==> config.mk <==
export PLATFORM = sky130hd
export DESIGN_NAME = serial_subtractor
export DESIGN_NICKNAME = d
export VERILOG_FILES = /design/src/rtl/serial_subtractor.sv
export SDC_FILE = /design/constraint.sdc
export NUM_CORES = 1
export LEC_CHECK = 0
export CAP_MARGIN = 20
export CORE_MARGIN = 2
export CORE_UTILIZATION = 45
export CTS_CLUSTER_DIAMETER = 150
export CTS_CLUSTER_SIZE = 28
export DETAILED_ROUTE_END_ITERATION = 8
export PLACE_DENSITY = 0.76
export SLEW_MARGIN = 20
export SYNTH_ARGS = -nofsm -noshare
export SYNTH_HDL_FRONTEND = slang
export SYNTH_SLANG_ARGS = --single-unit
==> constraint.sdc <==
create_clock -name clk -period 2.8 [get_ports clk]
set_clock_uncertainty 0.2 [all_clocks]
set_input_delay 0.84 -clock clk [delete_from_list [all_inputs] [get_ports clk]]
set_output_delay 0.84 -clock clk [all_outputs]
set_load 0.005 [all_outputs]
==> src/rtl/serial_subtractor.sv <==
// Bit-serial subtractor: computes a - b as a + ~b + 1, one bit per cycle, LSB first,
// with ARM-style NZCV flags produced on completion.
module serial_subtractor #(
    parameter int unsigned WIDTH = 64
) (
    input  logic             clk,
    input  logic             reset,
    input  logic             start,
    input  logic [WIDTH-1:0] a,
    input  logic [WIDTH-1:0] b,
    output logic             busy,
    output logic             done,
    output logic [WIDTH-1:0] result,
    output logic             negative,
    output logic             zero,
    output logic             overflow,
    output logic             carry_out
);

    localparam int unsigned CW = (WIDTH > 1) ? $clog2(WIDTH) : 1;

    typedef enum logic [1:0] {
        IDLE = 2'd0,
        RUN  = 2'd1,
        DONE = 2'd2
    } state_t;

    state_t           state;
    logic [WIDTH-1:0] a_reg;
    logic [WIDTH-1:0] b_reg;
    logic [CW-1:0]    count;
    logic             carry;

    logic             bit_a;
    logic             bit_b;
    logic             sum;
    logic             cell_carry;
    logic             last;
    logic [WIDTH-1:0] shifted;

    // One-bit full-adder cell on the current operand bit (b inverted for subtraction)
    always_comb begin
        bit_a      = a_reg[count];
        bit_b      = ~b_reg[count];
        sum        = bit_a ^ bit_b ^ carry;
        cell_carry = (bit_a & bit_b) | (carry & (bit_a ^ bit_b));
        shifted    = {sum, result[WIDTH-1:1]};
        last       = (count == CW'(WIDTH - 1));
    end

    // FSM, datapath and registered outputs; reset has priority, start is ignored in RUN
    always_ff @(posedge clk) begin
        if (reset) begin
            state     <= IDLE;
            a_reg     <= '0;
            b_reg     <= '0;
            count     <= '0;
            carry     <= 1'b0;
            busy      <= 1'b0;
            done      <= 1'b0;
            result    <= '0;
            negative  <= 1'b0;
            zero      <= 1'b0;
            overflow  <= 1'b0;
            carry_out <= 1'b0;
        end else if (start && state != RUN) begin
            state <= RUN;
            a_reg <= a;
            b_reg <= b;
            count <= '0;
            carry <= 1'b1;
            busy  <= 1'b1;
            done  <= 1'b0;
        end else begin
            case (state)
                RUN: begin
                    result <= shifted;
                    carry  <= cell_carry;
                    count  <= count + CW'(1);
                    if (last) begin
                        state     <= DONE;
                        busy      <= 1'b0;
                        done      <= 1'b1;
                        carry_out <= cell_carry;
                        // carry flop still holds the carry into the MSB here
                        overflow  <= carry ^ cell_carry;
                        negative  <= sum;
                        zero      <= (shifted == '0);
                    end
                end
                DONE: begin
                    state <= IDLE;
                    done  <= 1'b0;
                end
                default: begin
                    state <= IDLE;
                    busy  <= 1'b0;
                    done  <= 1'b0;
                end
            endcase
        end
    end

endmodule

======== Yosys cells after proc, flatten, opt, wreduce, memory -nomap -nowiden ========
Index checks and enable logic that the tools add are counted.
storage, ports and cells
  flip-flop bits (word level) ............. 206
  input port bits ......................... 131
  output and inout bits ................... 70
  word-level logic and storage cells ...... 49
operators by class
  add/sub/neg operators ................... 1
  $lt $le $gt $ge ......................... 1
  eq/ne operators ......................... 6
  mux-type cells .......................... 12
  bitwise logic cells ..................... 9
  reductions and logical operators ........ 8
operators by type and width
  cell                 count
  $logic_not 64->1     1
  $bmux 1 s6           2
  $mux 1               9
  $lt 6x7->1 const B   1
  $add 6x1->6 const B  1
  $eq 6x6->1 const B   1
  $reduce_and 2->1     2
  $ne 3x3->1 const B   1
  $not 1->1            3
  $reduce_and 3->1     1
  $reduce_or 3->1      1
  $xor 1x1->1          3
  $and 1x1->1          2
  $eq 2x1->1 const B   1
  $eq 2x2->1 const B   1
  $ne 2x1->1 const B   1
  $ne 2x2->1 const B   1
  $pmux 1 s2           1
  $reduce_bool 2->1    1
  $reduce_or 2->1      1
  $logic_and 1x1->1    1
  $or 1x1->1           1

======== Depth between registers and ports, before layout ========
Gate-level depths: netlist of run 1.
  depth after elaboration ................. 8
  depth in mapped cells ................... 14

======== Worst setup path after synthesis of run 1 ========
No wires, ideal clock.
  path type ............................... reg-to-reg
  start point ............................. register count[1]
  end point ............................... register zero
  arrival time ............................ 2.650 ns
  data required time ...................... 2.535 ns
  slack ................................... -0.115 ns
  stages on the path, launching flop included .. 13
  path buffers ............................ 1
  period minus slack after synthesis ...... 2.915 ns
  cell sequence ........................... dfxtp_1 > buf_6 > mux4_2 > nand2b_1 > and3_1 > a31oi_1 > nand4b_1 > fa_1 > nor4b_1 > nand4_1 > nor4_1 > mux2i_1 > nor2_1
between the ends
  word-level cells in the longest chain between the ends .. 6
RTL lines
  element                       RTL line  RTL
  start, declared               31        logic [CW-1:0] count;
  start signal, assigned        79        count <= count + CW'(1);
  $bmux 1 s6                    44        bit_b = ~b_reg[count];
  $mux 1 (implied by the code)  44
  $not 1->1                     44
  $xor 1x1->1 (2 in series)     45        sum = bit_a ^ bit_b ^ carry;
  $logic_not 64->1              88        zero <= (shifted == '0);
  end signal, assigned          88
  end, declared                 15        output logic zero,
Several ways; a longest one is shown, not always the timed one. The select of a mux whose other input is x is not followed.
A chain may end at the register's enable or synchronous reset.

======== Final worst setup path of run 1 ========
  start point ............................. register count[1]
  end point ............................... register result[63]
between the ends
  word-level cells in the longest chain between the ends .. 5
RTL lines
  element                        RTL line  RTL
  $bmux 1 s6                     44
  $mux 1 (implied by the code)   44
  $not 1->1                      44
  $xor 1x1->1 (*) (2 in series)  45
  end signal, assigned           77        result <= shifted;
  end, declared                  13        output logic [WIDTH-1:0] result,
Mark *: on every way between the ends. The rest lies on a longest branch, timed or not. The select of a mux whose other input is x is not followed.

==> results by group, run 1 <==
Finish
  • Fin area: 0.0114 mm^2
  • Nets@finish: 1400
  • Layout cells sized above 1: 0.0877
  • Cell Count, Final, Fillers Out: 1500
  • Fill cells: 1617
  • Utilization after layout: 0.613
  • Area Overhead vs Synth: 34.1%
  • Antenna Cells: 0

Synthesis
  • Synthesized netlist cell count: 1075
  • Mean post-synth cell area: 7.92 um^2
  • Synth area leader: dfxtp_1
  • Yosys warns: 0
  • Synth Register Bits: 206
  • Proportion of netlist area held by the largest area contributor: 0.484
  • Netlist Area Pre-Place: 0.00851 mm^2
  • Seq/Total Area, Yosys: 0.484
  • Syn_nets: 1208
  • Yosys cell types: 43
  • Synth top area cells: dfxtp_1 48%, nand2_1 18%, a21oi_1 12%, mux2i_1 6.0%, mux4_2 1.9%

Setup path
  • Critical-path cell list: buf_12 -> buf_4 -> mux4_2 -> nand2b_4 -> nand3_2 -> nand2_2 -> nor4_4 -> fa_2 -> buf_4 -> buf_6 -> buf_6 -> buf_6 -> buf_6 -> a211oi_2
  • CP required: 2990 ps
  • CP max stage delay: 520 ps
  • Crit end category: flip-flop
  • WP data arrival: 3410 ps
  • WS Path Type: reg -> reg
  • Startpoint Class: flip-flop
  • Worst-path fanout max: 7
  • Critical path's slowest cell: fa_2
  • Most frequent CP cell: buf_6

STA
  • RSZ-0062 raised after global routing: yes
  • Worst-margin pin slew: 656 ps
  • Min Hold Slack: 259 ps
  • Slew headroom: 0.563
  • Min Tclk post-route: 3220 ps
  • Fmax: 311 MHz
  • Fin. Hold Viols: 0
  • Final worst slack: -420 ps
  • Sum Neg Setup Slack: -1170 ps
  • Slew Limit Fails: 0
  • Count of final setup violators: 3
  • Final critical-path share of the clock period: 1.15

Floorplan
  • Die X-Extent: 142 um
  • Row count: 50
  • Starting density of the core: 0.457
  • Core ar.: 0.0186 mm^2
  • Chip Height: 142 um
  • Die outline area: 0.0200 mm^2
  • I/O pin total: 201

Detailed routing
  • Drt drc: 0
  • First DRT Iteration DRCs: 538
  • Remaining antenna violation count: 0
  • Via Count: 7886
  • Drt via density: 5.26
  • Total wire length: 22300 um
  • TritonRoute pass-1 iters: 5
  • Wire per inst: 14.9 um

Pwr
  • Sw Share: 0.247
  • Pint: 4.18 mW
  • PwrDens: 486 mW/mm^2
  • Power share of the sequential group: 0.560
  • Leak: 3.96 nW
  • Combinational power share: 0.140
  • Power share of the clock group: 0.300
  • Peak VDD IR: 338 uV
  • Pwr Total: 5.55 mW
  • P_sw: 1.37 mW

CTS
  • TritonCTS clock tree: done
  • H-Tree Depth: 1
  • Clock transition at path regs: 100 ps
  • Worst skew pair latency: 460 ps
  • Root Buffer: clkbuf_16
  • Bufs on Longest Clock Path: 3
  • CTS Buf Count: 11
  • CTS Sinks: 206
  • Hold-fix buffer count after cts: 0

Worst hold path
  • Hold crit path type: reg -> reg

Global route
  • GRT Overall Usage: 0.210
  • Vias in the first global route: 7206
  • First-pass GRT wire length: 35100 um
  • Pin count of the biggest net entering global routing: 82
  • Total grt overflow: 0
  • Initial antenna violation count: 0

Placed design
  • Placed instance count: 1475
  • RD Place Congestion: 0.895
  • Final HPWL DP: 16000 um
  • Port Buf Inserts: 200
  • Pre-CTS setup slack: -383 ps
  • Post-DP Area: 0.0109 mm^2

Run
  • Max-cap violation count: 0

Status
  • Result of the run: finished with violations
  • Failing checks: setup timing
metal layers:
metal  part of all wire  track usage  wire length, um
met3              0.055       0.0216             1230
met2               0.47        0.360            10600
met4              0.015       0.0405              337
met5                  0            0                0
met1               0.46        0.291            10200
critical path: cells and delay by family (launching register included):
kind / cells / cell delay (ps)
AND/OR/NAND/NOR: 4 / 580
multiplexers: 1 / 500
buffers and inverters: 7 / 800
adder cells (fa/ha/maj): 1 / 520
flip-flops: 1 / 400
AO/OA/AOI/OAI: 1 / 160
cells in the mapped netlist (all sizes together):
library cell  count
dfxtp           206
and2              1
xnor2             4
ha                1
fa                1
nor2b             7
a22oi             8
nand3            16
a31oi             4
mux4              8
buf              42
or3               1
xor2              2
clkbuf           41
inv               2
and3              2
o21ai             4
nor3             10
nor4             17
nor4b             1
or3b              1
mux2i            51
nand3b            3
nand2           400
nand4b            1
nand4             9
a211oi            6
and4              1
o211ai            2
nor2             16
a21oi           201
nand2b            6
cells by family after synthesis:
family / synth area share
simple gates: 0.240
compound gates: 0.138
flops: 0.484
buf+inv: 0.0461
mux: 0.0816
xor+xnor: 0.00617
fa+ha+maj: 0.00382
placed cells by master (no fill, tap or decap), types with 2 or more instances in the layout:
cell               n
dfxtp_4            2
mux4_2             7
nor2_1            13
nand3b_1           3
nand3_1           14
a211oi_2           2
buf_4             49
a21oi_1          201
nor2_2             3
a22oi_1            8
a31oi_1            4
nand3_2            2
nor4_1            15
clkdlybuf4s50_1  199
dfxtp_1          202
xnor2_1            4
nor3_1            10
buf_12             9
nand2b_1           2
o21ai_1            2
a211oi_1           4
buf_6              5
nand4_1            9
nand2_1          398
mux2i_1           51
nor2b_1            4
dfxtp_2            2
xor2_1             2
o211ai_1           2
nor2b_2            2
nand2b_4           3
clkbuf_16         11
what timing repair did:
item	in CTS	in global routing
pin swaps	1	2
setup endpoints to repair	1	4
buffers inserted	1	12
resized for setup	6	20
final cells by class:
| type | count | area [um^2] | area share |
|---|---|---|---|
| timing repair buffer | 262 | 2600 | 0.227 |
| clock inverter | 1 | 20.0 | 0.00175 |
| sequential | 206 | 4130 | 0.362 |
| inverter | 2 | 7.51 | 0.000657 |
| multi-input combinational | 784 | 4090 | 0.358 |
| clock buffer | 11 | 275 | 0.0241 |
| tap | 234 | 293 | 0.0256 |
final timing paths:
kind,from,to,slack (ps),depth (start not counted)
max,count[1],result[63],-420,14
max reg2reg,count[1],result[63],-420,14
min reg2reg,result[0],result[0],260,2
min,result[0],result[0],260,2
power groups by stage:
stage	Clock (mW)	Combinational (mW)	Sequential [mW]
detailed placement	0	0.690	3.18
floorplan	0	0.382	3.15
global placement	0	0.679	3.18
global route	1.80	0.846	3.12
CTS	1.70	0.704	3.11
finish	1.66	0.775	3.11
(Power assumes the default switching activity.)
==> inputs of run 2 (changes only) <==
- ABC_CLOCK_PERIOD_IN_PS: default -> 2800
==> results of run 2 <==
The final DEF is identical to that of run 1; final timing and power are the same.
==> inputs of run 3 (changes only) <==
- ABC_CLOCK_PERIOD_IN_PS: 2800 -> 4030
- CORE_UTILIZATION: 45 -> 54
- PLACE_DENSITY: 0.76 -> 0.86
- clock period: 2.8 -> 4.03 ns (I/O delays scaled with it)
==> results by group, run 3 (same netlist as run 1, synthesis figures left out) <==
STA
  • Fin. Hold Viols: 0 (unchanged)
  • RSZ-0062 raised after global routing: no
  • Final worst slack: 565 ps (+986 ps)
  • Min Hold Slack: 260 ps (+0.681 ps)
  • Sum Neg Setup Slack: 0 ps (+1170 ps)
  • Slew headroom: 0.546 (-0.0170)
  • Worst-margin pin slew: 681 ps (+25.5 ps)
  • Final critical-path share of the clock period: 0.860 (-0.290)
  • Fmax: 289 MHz (-7.0%)
  • Count of final setup violators: 0 (-3)
  • Slew Limit Fails: 0 (unchanged)
  • Min Tclk post-route: 3460 ps (+244 ps)

Setup path
  • Worst r2r dst: zero
  • FF-to-FF path depth: 11 (-3)
  • WP data arrival: 3670 ps (+260 ps)
  • CP required: 4230 ps (+1240 ps)
  • FF-to-FF Start: count[2]
  • WS Path Type: reg -> reg
  • FF-to-FF setup slack: 570 ps (+990 ps)
  • Worst-path fanout max: 27 (+20)
  • Startpoint Class: flip-flop
  • Crit end category: flip-flop

CTS
  • Root Buffer: clkbuf_16
  • TritonCTS clock tree: done
  • CTS Sinks: 206 (unchanged)
  • Worst skew pair latency: 460 ps (about the same)
  • Hold-fix buffer count after cts: 0 (unchanged)
  • Clock transition at path regs: 110 ps (about the same)
  • # resized after CTS: 0 (-6)
  • CTS Buf Count: 11 (unchanged)
  • Bufs on Longest Clock Path: 3 (unchanged)
  • H-Tree Depth: 1 (unchanged)
  • Postcts setup bufs: 0 (-1)

Floorplan
  • I/O pin total: 201 (unchanged)
  • Die outline area: 0.0168 mm^2 (-16%)
  • Core ar.: 0.0153 mm^2 (-18%)
  • Chip Height: 130 um (-8.5%)
  • Die X-Extent: 130 um (-8.5%)
  • Starting density of the core: 0.556 (+0.0992)
  • Row count: 45 (-10%)

Detailed routing
  • TritonRoute pass-1 iters: 5 (unchanged)
  • First DRT Iteration DRCs: 739 (+37%)
  • Drt drc: 0 (unchanged)
  • Remaining antenna violation count: 0 (unchanged)
  • Drt via density: 5.41 (+3.0%)
  • Total wire length: 21500 um (-3.9%)
  • Wire per inst: 15.0 um (+0.92%)
  • Via Count: 7737 (-1.9%)

Pwr
  • Peak VDD IR: 249 uV (-26%)
  • Leak: 3.67 nW (-7.4%)
  • PwrDens: 347 mW/mm^2 (-29%)
  • Pwr Total: 3.77 mW (-32%)

Finish
  • Commonest non-fill, non-tap cells in the layout: 399 x nand2_1, 204 x dfxtp_1, 201 x a21oi_1
  • Area of the multi-input gates: 0.00402 mm^2 (-1.9%)
  • Utilization after layout: 0.710 (+0.0979)
  • Area Overhead vs Synth: 27.8%
  • Nets@finish: 1352 (-3.4%)
  • Reg area: 0.00413 mm^2 (-0.18%)
  • Fin area: 0.0109 mm^2 (-4.7%)
  • Fill cells: 1212 (-25%)
  • Commonest non-fill, non-tap cell in the layout: nand2_1
  • Layout cells sized above 1: 0.0394 (-0.0483)
  • Cell Count, Final, Fillers Out: 1429 (-4.7%)
  • Antenna Cells: 0 (unchanged)

Global route
  • Initial antenna violation count: 0 (unchanged)
  • Pin count of the biggest net entering global routing: 95 (+16%)
  • GRT Overall Usage: 0.250 (+0.0397)
  • Total grt overflow: 0 (unchanged)
  • First-pass GRT wire length: 34700 um (-1.3%)
  • Vias in the first global route: 7227 (+0.29%)

Worst hold path
  • End of the worst hold path: a_reg[27]
  • Hold Path Depth: 2 (unchanged)
  • Hold crit path type: reg -> reg
  • Hold Startpoint: a_reg[27]

Placed design
  • RD Place Congestion: 0.824 (-8.0%)
  • Post-DP Area: 0.0106 mm^2 (-3.1%)
  • Final HPWL DP: 15400 um (-3.9%)
  • Port Buf Inserts: 200 (unchanged)
  • Placed instance count: 1417 (-3.9%)
  • Pre-CTS setup slack: 557 ps (+940 ps)

Status
  • Result of the run: finished clean

Run
  • Max-cap violation count: 0 (unchanged)
run 3: cell types whose count changed in the layout (fill, tap and decap cells not counted), moves of 2 or more:
cell	before	now
buf_12	9	5
nand2b_4	3	1
buf_6	5	1
a211oi_1	4	6
nor2b_1	4	6
nor2b_2	2	0
buf_4	49	9
a211oi_2	2	0
nand2b_1	2	4
dfxtp_4	2	0
dfxtp_1	202	204
run 3: report_power, final:
part           switching, mW  internal (mW)
clock                  0.644          0.508
sequential            0.0514           2.11
combinational          0.230          0.224
run 3: layout make-up:
type                       count  area share
clock buffer                  11      0.0253
clock inverter                 1     0.00184
inverter                       2    0.000690
multi-input combinational    784       0.369
sequential                   206       0.379
tap                          211      0.0243
timing repair buffer         214       0.200
run 3: layer usage:
| metal | track usage | part of all wire | vias to the layer above | wire (um) |
|---|---|---|---|---|
| li1 | - | - | 3871 | - |
| met1 | 0.355 | 0.45 | 3580 | 9620 |
| met2 | 0.414 | 0.48 | 251 | 10300 |
| met3 | 0.0235 | 0.051 | 35 | 1100 |
| met4 | 0.0595 | 0.022 | 0 | 470 |
| met5 | 0 | 0 | - | 0 |
run 3: how the worst max path moves through the flow:
| stage | startpoint | endpoint | slack (ps) | depth (start not counted) |
|---|---|---|---|---|
| 2_1_floorplan | count[1] | zero | 1110 | 12 |
| 3_3_place_gp | count[2] | zero | 710 | 11 |
| 3_5_place_dp | count[2] | zero | 560 | 11 |
| 4_1_cts | count[2] | zero | 550 | 11 |
| 5_1_grt | count[2] | zero | 350 | 11 |
| 6_report | count[2] | zero | 570 | 11 |
run 3: worst max-delay path: stages (launching register included):
cell,delay (ps)
dfxtp_2,780
mux2i_1,300
a21oi_1,90
and3_1,190
a31oi_1,260
nand4b_1,210
fa_1,600
nor4b_1,260
nand4_1,130
nor4_1,180
mux2i_1,110
nor2_1,90
